===== src/rtl/rst_seq_ctrl.sv =====
// Reset sequencer: holds all domains in reset, then releases them
// one by one after per-domain delays; software can restart the sequence.
module rst_seq_ctrl #(
  parameter int NUM_DOM  = 4,
  parameter int CNT_W    = 8,
  parameter int HOLD_CYC = 16
) (
  input  logic                     clk,
  input  logic                     arst_n,
  input  logic [NUM_DOM*CNT_W-1:0] dly_cfg,
  input  logic                     sw_rst_req,
  output logic                     sw_rst_ack,
  output logic [NUM_DOM-1:0]       rst_n_o,
  output logic                     busy,
  output logic                     done
);

  localparam int IDX_W = (NUM_DOM > 1) ? $clog2(NUM_DOM) : 1;
  localparam int CW1   = CNT_W + 1;

  localparam logic [CNT_W:0]   HOLD_LAST = CW1'(HOLD_CYC - 1);
  localparam logic [CNT_W:0]   CNT_ONE   = CW1'(1);
  localparam logic [IDX_W-1:0] IDX_LAST  = IDX_W'(NUM_DOM - 1);
  localparam logic [IDX_W-1:0] IDX_ONE   = IDX_W'(1);

  localparam logic [1:0] S_ASSERT  = 2'd0;
  localparam logic [1:0] S_RELEASE = 2'd1;
  localparam logic [1:0] S_DONE    = 2'd2;

  logic [1:0]               state;
  logic [CNT_W:0]           cnt;
  logic [IDX_W-1:0]         idx;
  logic [NUM_DOM*CNT_W-1:0] shadow;
  logic [CNT_W-1:0]         cur_dly;
  logic                     stage_end;
  logic                     accept;

  assign cur_dly   = shadow[idx*CNT_W +: CNT_W];
  assign stage_end = (cnt == {1'b0, cur_dly});
  assign accept    = sw_rst_req && (state != S_ASSERT);
  assign busy      = ~done;

  always_ff @(posedge clk or negedge arst_n) begin
    if (!arst_n) begin
      state      <= S_ASSERT;
      cnt        <= '0;
      idx        <= '0;
      shadow     <= '0;
      rst_n_o    <= '0;
      sw_rst_ack <= 1'b0;
      done       <= 1'b0;
    end else begin
      sw_rst_ack <= 1'b0;
      if (accept) begin
        state      <= S_ASSERT;
        cnt        <= '0;
        idx        <= '0;
        rst_n_o    <= '0;
        sw_rst_ack <= 1'b1;
        done       <= 1'b0;
      end else begin
        case (state)
          S_ASSERT: begin
            if (cnt == HOLD_LAST) begin
              shadow <= dly_cfg;
              cnt    <= '0;
              idx    <= '0;
              state  <= S_RELEASE;
            end else begin
              cnt <= cnt + CNT_ONE;
            end
          end
          S_RELEASE: begin
            if (stage_end) begin
              rst_n_o[idx] <= 1'b1;
              cnt          <= '0;
              if (idx == IDX_LAST) begin
                state <= S_DONE;
                done  <= 1'b1;
              end else begin
                idx <= idx + IDX_ONE;
              end
            end else begin
              cnt <= cnt + CNT_ONE;
            end
          end
          S_DONE: begin
            state <= S_DONE;
          end
          default: begin
            state <= S_ASSERT;
            cnt   <= '0;
          end
        endcase
      end
    end
  end

endmodule


===== config.mk =====
export PLATFORM = sky130hd
export DESIGN_NAME = rst_seq_ctrl
export DESIGN_NICKNAME = d
export VERILOG_FILES = /design/src/rtl/rst_seq_ctrl.sv
export SDC_FILE = /design/constraint.sdc
export NUM_CORES = 1
export LEC_CHECK = 0
export CAP_MARGIN = 20
export CORE_MARGIN = 1
export CORE_UTILIZATION = 48
export CTS_CLUSTER_SIZE = 30
export DETAILED_ROUTE_END_ITERATION = 6
export PLACE_DENSITY = 0.77
export SYNTH_ARGS = -nofsm -noshare
export SYNTH_HDL_FRONTEND = slang
export SYNTH_SLANG_ARGS = --single-unit

===== constraint.sdc =====
create_clock -name clk -period 2.18 [get_ports clk]
set_clock_uncertainty 0.05 [all_clocks]
set_input_delay 0.545 -clock clk [delete_from_list [all_inputs] [get_ports clk]]
set_output_delay 0.545 -clock clk [all_outputs]
set_load 0.02 [all_outputs]

After elaboration in Yosys (flattened, before gate mapping) --
Cells that the tools add are included.
Storage, ports and cells: register bits after elaboration 51, logic and storage cells 62, output and inout bits 7
Operators by class: mux-type cells 24, add/sub/neg operators 2, reductions and logical operators 13, eq/ne operators 10, bitwise operators 3, order comparisons 2, shift-type cells 1
Operators with widths (count):
- $shiftx A32 B6 Y8 | 1
- $mux W9 | 3
- $pmux W9 S3 | 1
- $mux W2 | 8
- $mux W4 | 3
- $ne A3 B3 Y1 const B | 4
- $add A9 B1 Y9 const B | 1
- $eq A9 B4 Y1 const B | 1
- $eq A9 B8 Y1 | 1
- $reduce_and A3 Y1 | 3
- $reduce_bool A2 Y1 | 4
- $mux W1 | 6
- $pmux W2 S3 | 1
- $eq A2 B2 Y1 const B | 2
- $or A4 B4 Y4 | 1
- $pmux W2 S2 | 1
- $reduce_and A4 Y1 | 1
- $lt A2 B3 Y1 const B | 1
- $reduce_bool A3 Y1 | 1
- $add A2 B1 Y2 const B | 1
- $demux W1 S2 | 1
- $eq A2 B1 Y1 const B | 1
- $ge A2 B1 Y1 const B | 1
- $logic_and A1 B1 Y1 | 2
- 4 further kinds | 5

Logic depth before layout (Yosys ltp) --
Gate-level depths: netlist of run 1.
depth after elaboration 8, mapped depth 8, gate-level depth less buffers 7

Least setup slack after synthesis of run 1 --
Ideal clock, no wire load.
path type reg-to-reg, start point register idx[0], end point register state[0], data required time 1999 ps, slack -57 ps, data arrival time 2056 ps, cell stages (with the launch flop) 7, buffers on the path 1, setup time 131 ps, cell sequence dfrtp_1 > buf_4 > mux4_2 > xnor2_1 > o2111ai_1 > o2111a_1 > or3_1
Between the ends: word-level cells in the longest chain between the ends 4, elaborated cells between the ends (all ways) 6
Ends and longest elaborated chain:
- start: declaration | RTL line 32 | logic [IDX_W-1:0] idx;
- start signal: assignment | RTL line 81 | idx <= idx + IDX_ONE;
- $shiftx A32 B6 Y8 | RTL line 38 | assign cur_dly = shadow[idx*CNT_W +: CNT_W];
- $eq A9 B8 Y1 | RTL line 39 | assign stage_end = (cnt == {1'b0, cur_dly});
- $ne A3 B3 Y1 (no source line)
- $reduce_and A3 Y1 (no source line) (*)
- end signal: assignment | RTL line 45 | state <= S_ASSERT;
- end signal: assignment | RTL line 55 | state <= S_ASSERT;
- end signal: assignment | RTL line 68 | state <= S_RELEASE;
- end: declaration | RTL line 30 | logic [1:0] state;
Mark *: on every way between the ends. The rest lies on a longest branch, timed or not. A chain may end at the register's enable or synchronous reset.

Final worst setup path of run 1 --
start point register idx[0], end point register idx[1]
Between the ends: word-level cells in the longest chain between the ends 5, elaborated cells between the ends (all ways) 11
Ends and longest elaborated chain:
- parallel branches: the longest is 5 deep, another holds $shiftx A32 B6 Y8
Several ways; the timed one is not identified. The select of a mux whose other input is x is not followed.

==> results.json, run 1 <==
{
  "run_status": "finished, violations left",
  "violations": "setup timing",
  "setup_viol": 18,
  "antenna_found_initial": 0,
  "clock_power_share_pct": 27.0,
  "layout_setup_ws_ns": -0.161,
  "yosys.area_share.adder_pct": 3.76,
  "leakage_nw": 1.49,
  "h-tree-depth": 2,
  "viasPerCell": 5.64,
  "fin_cells": 350,
  "finalHoldViolCount": 0,
  "synth_nets": 259,
  "wl_mm": 5.89,
  "comb_power_share_pct": 35.4,
  "port_buffers": 41,
  "ys.flop_type": "dfrtp_1",
  "clock_path_buffers": 2,
  "chipHeight_um": 76.4,
  "row_count": 26,
  "numCtsBuffers": 5,
  "dp.cells": 339,
  "area_growth_pct": 35.2,
  "synthSimpleGateAreaFrac_pct": 10.4,
  "synth-compound-area-share_pct": 8.42,
  "synth_cells": 216,
  "period_share_pct": 107,
  "crit_arrival_ns": 2.53,
  "rr_startpoint": "idx[0]",
  "slowest_stage": "or4_1",
  "clk_pin_slew_worst_paths_ns": 0.10,
  "synth_top_family_by_area": "multiplexers",
  "critPathMostFrequentCell": "buf_4",
  "path_class": "reg -> reg",
  "cts_hold_buf": 0,
  "pwr_density_cell_nw_per_um2": 794,
  "startpoint_type": "register",
  "path_cells": "buf_12, buf_4, or3b_1, mux2i_1, o2111ai_1, buf_4, or4_1, o211ai_1",
  "clock-sinks": 51,
  "netlist_area_um2": 2660,
  "grt_pass1_vias": 1919,
  "drive_above_1_share_pct": 35.0,
  "globalRouteTotalUtil_pct": 20.8,
  "initial_utilization_pct": 50.8,
  "routabilityCongestion": 0.840,
  "synth_cell_type_count": 45,
  "irDropWorstVdd_mv": 0.448,
  "die_area_um2": 5840,
  "slew_viol_final": 0,
  "ys_async_sr_fraction_pct": 100,
  "critPathBufInv": 3,
  "ys_seq_area_share_pct": 48.0,
  "seq_power_share_pct": 37.5,
  "grt_overflow": 0,
  "fp.dieW_um": 76.4,
  "synth_xor_area_share_pct": 4.61,
  "worst_path_dominant_cell_family": "simple AND/OR/NAND/NOR gates",
  "drt_iter0_drc": 149,
  "clockRootBuffer": "clkbuf_8",
  "grt_max_degree": 33,
  "worstMarginPinSlew_ns": 0.493,
  "cp_max_fo": 8,
  "ant_nets": 0,
  "synthMuxAreaShare_pct": 21.4,
  "finalCriticalPeriod_ns": 2.34,
  "synth_common_cells": "dfrtp_1, mux2_2, nand3_1",
  "cts_tree": "yes",
  "clk_latency_ns": 0.31,
  "timing.fmax_mhz": 427,
  "maxCapViolations": 0,
  "whs_ns": 0.135,
  "diodes": 0,
  "worstHoldPathType": "in -> async",
  "p_sw_share_pct": 32.1,
  "r2r_cells": 8,
  "post-synth-top-area-fraction_pct": 48.0,
  "avgRoutedWirePerCell_um": 16.8,
  "yosysMostFrequentCell": "dfrtp_1",
  "drc": 0,
  "grt_pass1_wl_mm": 9.57,
  "yosys.area.top_type": "dfrtp_1",
  "synth-edff-count": 0,
  "r2r_end": "idx[1]",
  "yosys-top-cells-area": "dfrtp_1, mux2_2, mux4_2, ha_1, xnor2_1",
  "avgSynthCellArea_um2": 12.3,
  "end_kind": "register",
  "vias": 1975,
  "internal-power_mw": 1.94,
  "rsz0062_at_grt": "yes",
  "yosys_warnings": 0,
  "post-dp-hpwl_mm": 3.99,
  "nNetsFinal": 322,
  "p_sw_mw": 0.916,
  "worst-r2r-setup-slack_ns": -0.16,
  "synth-seq-cells": 51,
  "num_io_pins": 42,
  "cpPeakStageDelay_ns": 0.52,
  "dr.pass1.iters": 4,
  "coreArea_um2": 5240,
  "relSlewSlack_pct": 67.1,
  "required_ns": 2.37
}
## registers in the layout, indices dropped and copies added (netlist names)
register,count
done,1
sw_rst_ack,1
shadow,32
rst_n_o,4
idx,2
cnt,9
state,2
## worst reg2reg max path, stage by stage (launching register included)
cell and delay, ns:
dfrtp_2 0.38, buf_12 0.14, buf_4 0.16, or3b_1 0.37, mux2i_1 0.21, o2111ai_1 0.16
buf_4 0.18, or4_1 0.52, o211ai_1 0.11
## power by group through the flow
stage | clock (mW) | sequential, mW | combinational, mW
after floorplan | 0 | 1.09 | 0.493
after detailed placement | 0 | 1.09 | 0.869
after CTS | 0.783 | 1.07 | 0.966
after global placement | 0 | 1.09 | 0.853
final | 0.772 | 1.07 | 1.01
after global routing | 0.823 | 1.08 | 1.08
## layout make-up
type	count	area, µm²
fillers	369	1640
multi-input cells	145	1410
flip-flops and latches	51	1280
repair buffers	69	656
well taps	70	87.6
clock buffers	5	68.8
clock inverters	3	67.6
inverters	7	26.3
## routing by layer
layer,wire (µm),global-route usage (%),vias up,part of all wire (%)
met5,0,0,-,0
met4,87,5.19,0,1.5
met3,221,3.71,9,3.8
met2,3010,34.9,61,51
met1,2580,28.0,987,44
li1,-,-,918,-
## stage by stage
step | worst slack, ns | setup TNS, ns | cell area [µm²] | utilization [%] | power, mW
after floorplan | 0.00743 | 0 | 2660 | - | 1.58
after global placement | -0.118 | -0.990 | 3290 | 62.8 | 1.94
after CTS | -0.138 | -0.873 | 3510 | 67.1 | 2.82
after detailed placement | -0.186 | -1.45 | 3290 | 62.8 | 1.96
after global routing | -0.256 | -3.58 | 3600 | 68.7 | 2.98
final | -0.161 | -2.04 | 3600 | 68.7 | 2.86
## worst max path at each step
stage	startpoint	end	slack, ns	depth (start not counted)
2_1_floorplan	idx[0]	state[0]	0.007	6
3_3_place_gp	idx[0]	state[0]	-0.12	5
3_5_place_dp	idx[0]	state[0]	-0.19	5
4_1_cts	idx[0]	state[0]	-0.14	6
5_1_grt	idx[0]	state[1]	-0.26	8
6_report	idx[0]	idx[1]	-0.16	8
## placed cells by master (no fill, tap or decap), types with 2 or more instances in the layout
cell type        count
dfrtp_1             50
clkdlybuf4s50_1     40
mux2_2              33
buf_4               23
nand3_1             11
ha_1                 8
nand2_1              7
mux4_2               7
xnor2_1              7
a211oi_2             7
inv_1                6
nand4_1              5
o21a_1               5
clkbuf_8             5
mux2i_1              4
nor3_4               4
nor2_1               4
o211ai_1             4
xor2_1               4
nor3_1               3
xnor2_2              3
nor2b_1              3
and3_1               3
or4_1                2
a21oi_1              2
bufinv_16            2
buf_6                2
buf_12               2
## cell families after synthesis
| family | after synthesis |
|---|---|
| buffers and inverters | 20 |
| AOI/OAI and AO/OA | 29 |
| adders and majority gates | 8 |
| and+or+nand+nor | 50 |
| DFF | 51 |
| xor gates and xnor gates | 14 |
| muxes | 44 |
## what timing repair did
| action | CTS | global route |
|---|---|---|
| endpoints found under the hold margin | 0 | 0 |
| pin swaps | 6 | 13 |
| resized for setup | 14 | 12 |
| setup endpoints to repair | 18 | 18 |
| buffers inserted | 1 | 2 |
Note: power is estimated with default switching activity, not from simulation.
==> inputs of run 2 (changes only) <==
--- a/config.mk
+++ b/config.mk
@@ -11,6 +11,7 @@
 export CTS_CLUSTER_SIZE = 30
 export DETAILED_ROUTE_END_ITERATION = 6
 export PLACE_DENSITY = 0.77
+export SKIP_CTS_REPAIR_TIMING = 1
 export SYNTH_ARGS = -nofsm -noshare
 export SYNTH_HDL_FRONTEND = slang
 export SYNTH_SLANG_ARGS = --single-unit
==> run 2 against run 1 <==
Net effect: the flow still finishes with violations (setup timing); largest power group unchanged; sequential cell count is the same; hold slack lost 0.0068 ns; sequential power is essentially flat; non-clock buffer count grew 1; highest routed layer unchanged; fmax shrank 0.23%; cell count grew 0.29%; clock power is essentially flat; count of clock-buffer cells in the layout is the same.
==> results.json, run 2 (same netlist as run 1, synthesis figures left out) <==
{
  "vias": 1937,
  "end_kind": "register",
  "regArea_um2": 1280,
  "globalRouteTotalUtil_pct": 20.2,
  "die_area_um2": 5840,
  "grt_pass1_vias": 1847,
  "rr_startpoint": "idx[0]",
  "finalCriticalPeriod_ns": 2.35,
  "run_status": "finished, violations left",
  "crit_arrival_ns": 2.49,
  "multi_input_area_um2": 1350,
  "maxCapViolations": 0,
  "num_io_pins": 42,
  "diodes": 0,
  "relSlewSlack_pct": 67.1,
  "placed_cell_area_um2": 3290,
  "grt_pass1_wl_mm": 9.25,
  "worst-r2r-setup-slack_ns": -0.17,
  "leakage_nw": 1.45,
  "h-tree-depth": 2,
  "required_ns": 2.33,
  "clk_latency_ns": 0.31,
  "area_growth_pct": 32.7,
  "startpoint": "idx[0]",
  "comb_power_share_pct": 33.7,
  "violations": "setup timing",
  "viasPerCell": 5.52,
  "pwr_density_cell_nw_per_um2": 790,
  "layout_common_cells": "dfrtp_1, clkdlybuf4s50_1, mux2_2",
  "internal-power_mw": 1.92,
  "wl_mm": 5.73,
  "routabilityCongestion": 0.840,
  "clk_pin_slew_worst_paths_ns": 0.10,
  "layout_setup_ws_ns": -0.167,
  "path_class": "reg -> reg",
  "drc": 0,
  "setup_viol": 13,
  "nNetsFinal": 323,
  "drive_above_1_share_pct": 32.0,
  "finalHoldViolCount": 0,
  "layout_top_registers": "shadow (32), cnt (9), rst_n_o (4)",
  "antenna_found_initial": 0,
  "rsz0062_at_grt": "yes",
  "slew_viol_final": 0,
  "initial_utilization_pct": 50.8,
  "p_sw_mw": 0.866,
  "p_sw_share_pct": 31.1,
  "clockRootBuffer": "clkbuf_8",
  "clock-sinks": 51,
  "period_share_pct": 108,
  "total_power_mw": 2.79,
  "clock_path_buffers": 2,
  "coreArea_um2": 5240,
  "worstMarginPinSlew_ns": 0.491,
  "worstHoldPathType": "in -> async",
  "nFillCells": 386,
  "clock_power_share_pct": 27.8,
  "post-dp-hpwl_mm": 3.99,
  "port_buffers": 41,
  "ant_nets": 0,
  "cp_max_fo": 8,
  "seq_power_share_pct": 38.5,
  "irDropWorstVdd_mv": 0.448,
  "startpoint_type": "register",
  "row_count": 26,
  "grt_max_degree": 33,
  "fin_area_um2": 3530,
  "chipHeight_um": 76.4,
  "dr.pass1.iters": 4,
  "fp.dieW_um": 76.4,
  "max_flop_register": "shadow",
  "cts_tree": "yes",
  "drt_iter0_drc": 138,
  "mostFrequentLayoutCell": "dfrtp_1",
  "timing.fmax_mhz": 426,
  "largest_register_ffs": 32,
  "avgRoutedWirePerCell_um": 16.3,
  "numCtsBuffers": 5,
  "grt_overflow": 0
}
## run 2: changes by cell type in the layout (fill, tap and decap cells not counted), moves of 2 or more
cell | before | now
nor3_4 | 4 | 1
buf_4 | 23 | 25
a211oi_2 | 7 | 1
nor3_1 | 3 | 6
a211oi_1 | 0 | 6
## run 2: final timing paths
check / cells after the start / end
worst max register to register: 7 / state[0]
worst max-delay path: 7 / state[0]
max in group asynchronous: 2 / cnt[2]
min in group clk: 1 / rst_n_o[3]
worst min register to register: 1 / rst_n_o[3]
worst min-delay path: 1 / rst_n_o[2]
## run 2: area by class of cell
| class | count | area share, % |
|---|---|---|
| sequential | 51 | 36.2 |
| inverter | 7 | 0.744 |
| timing repair buffer | 70 | 18.6 |
| clock inverter | 3 | 1.91 |
| multi-input combinational | 145 | 38.1 |
| tap | 70 | 2.48 |
| clock buffer | 5 | 1.95 |
## run 2: per-layer routing
layer / share of wire (%) / up-vias / track usage (%)
met4: 0.98 / 0 / 5.19
met5: 0 / - / 0
met1: 44 / 948 / 27.5
met3: 4.8 / 6 / 3.71
met2: 50 / 61 / 33.3
li1: - / 922 / -
## run 2: worst max-delay path, cell delays in order, from the launching register on
cell and delay [ns]:
dfrtp_2 0.39, buf_12 0.14, mux4_2 0.53, xnor2_2 0.16, o2111ai_2 0.16, buf_4 0.19
o2111a_1 0.25, or3_1 0.36
## run 2: stage by stage
stage / worst slack, ns / util, % / setup TNS (ns) / cells / hold WS (ns)
global route: -0.234 / 67.4 / -2.91 / 351 / 0.168
detailed placement: -0.186 / 62.8 / -1.45 / 339 / 0.431
floorplan: 0.00743 / - / 0 / 216 / 0.199
global placement: -0.118 / 62.8 / -0.990 / 339 / 0.424
finish: -0.167 / 67.4 / -1.49 / 351 / 0.128
CTS: -0.230 / 65.4 / -2.24 / 347 / 0.145
## run 2: power groups by stage
stage	clock (mW)	combinational (mW)	sequential, mW
floorplan	0	0.493	1.09
global placement	0	0.853	1.09
detailed placement	0	0.869	1.09
CTS	0.783	0.883	1.07
global route	0.831	1.01	1.08
finish	0.775	0.941	1.07
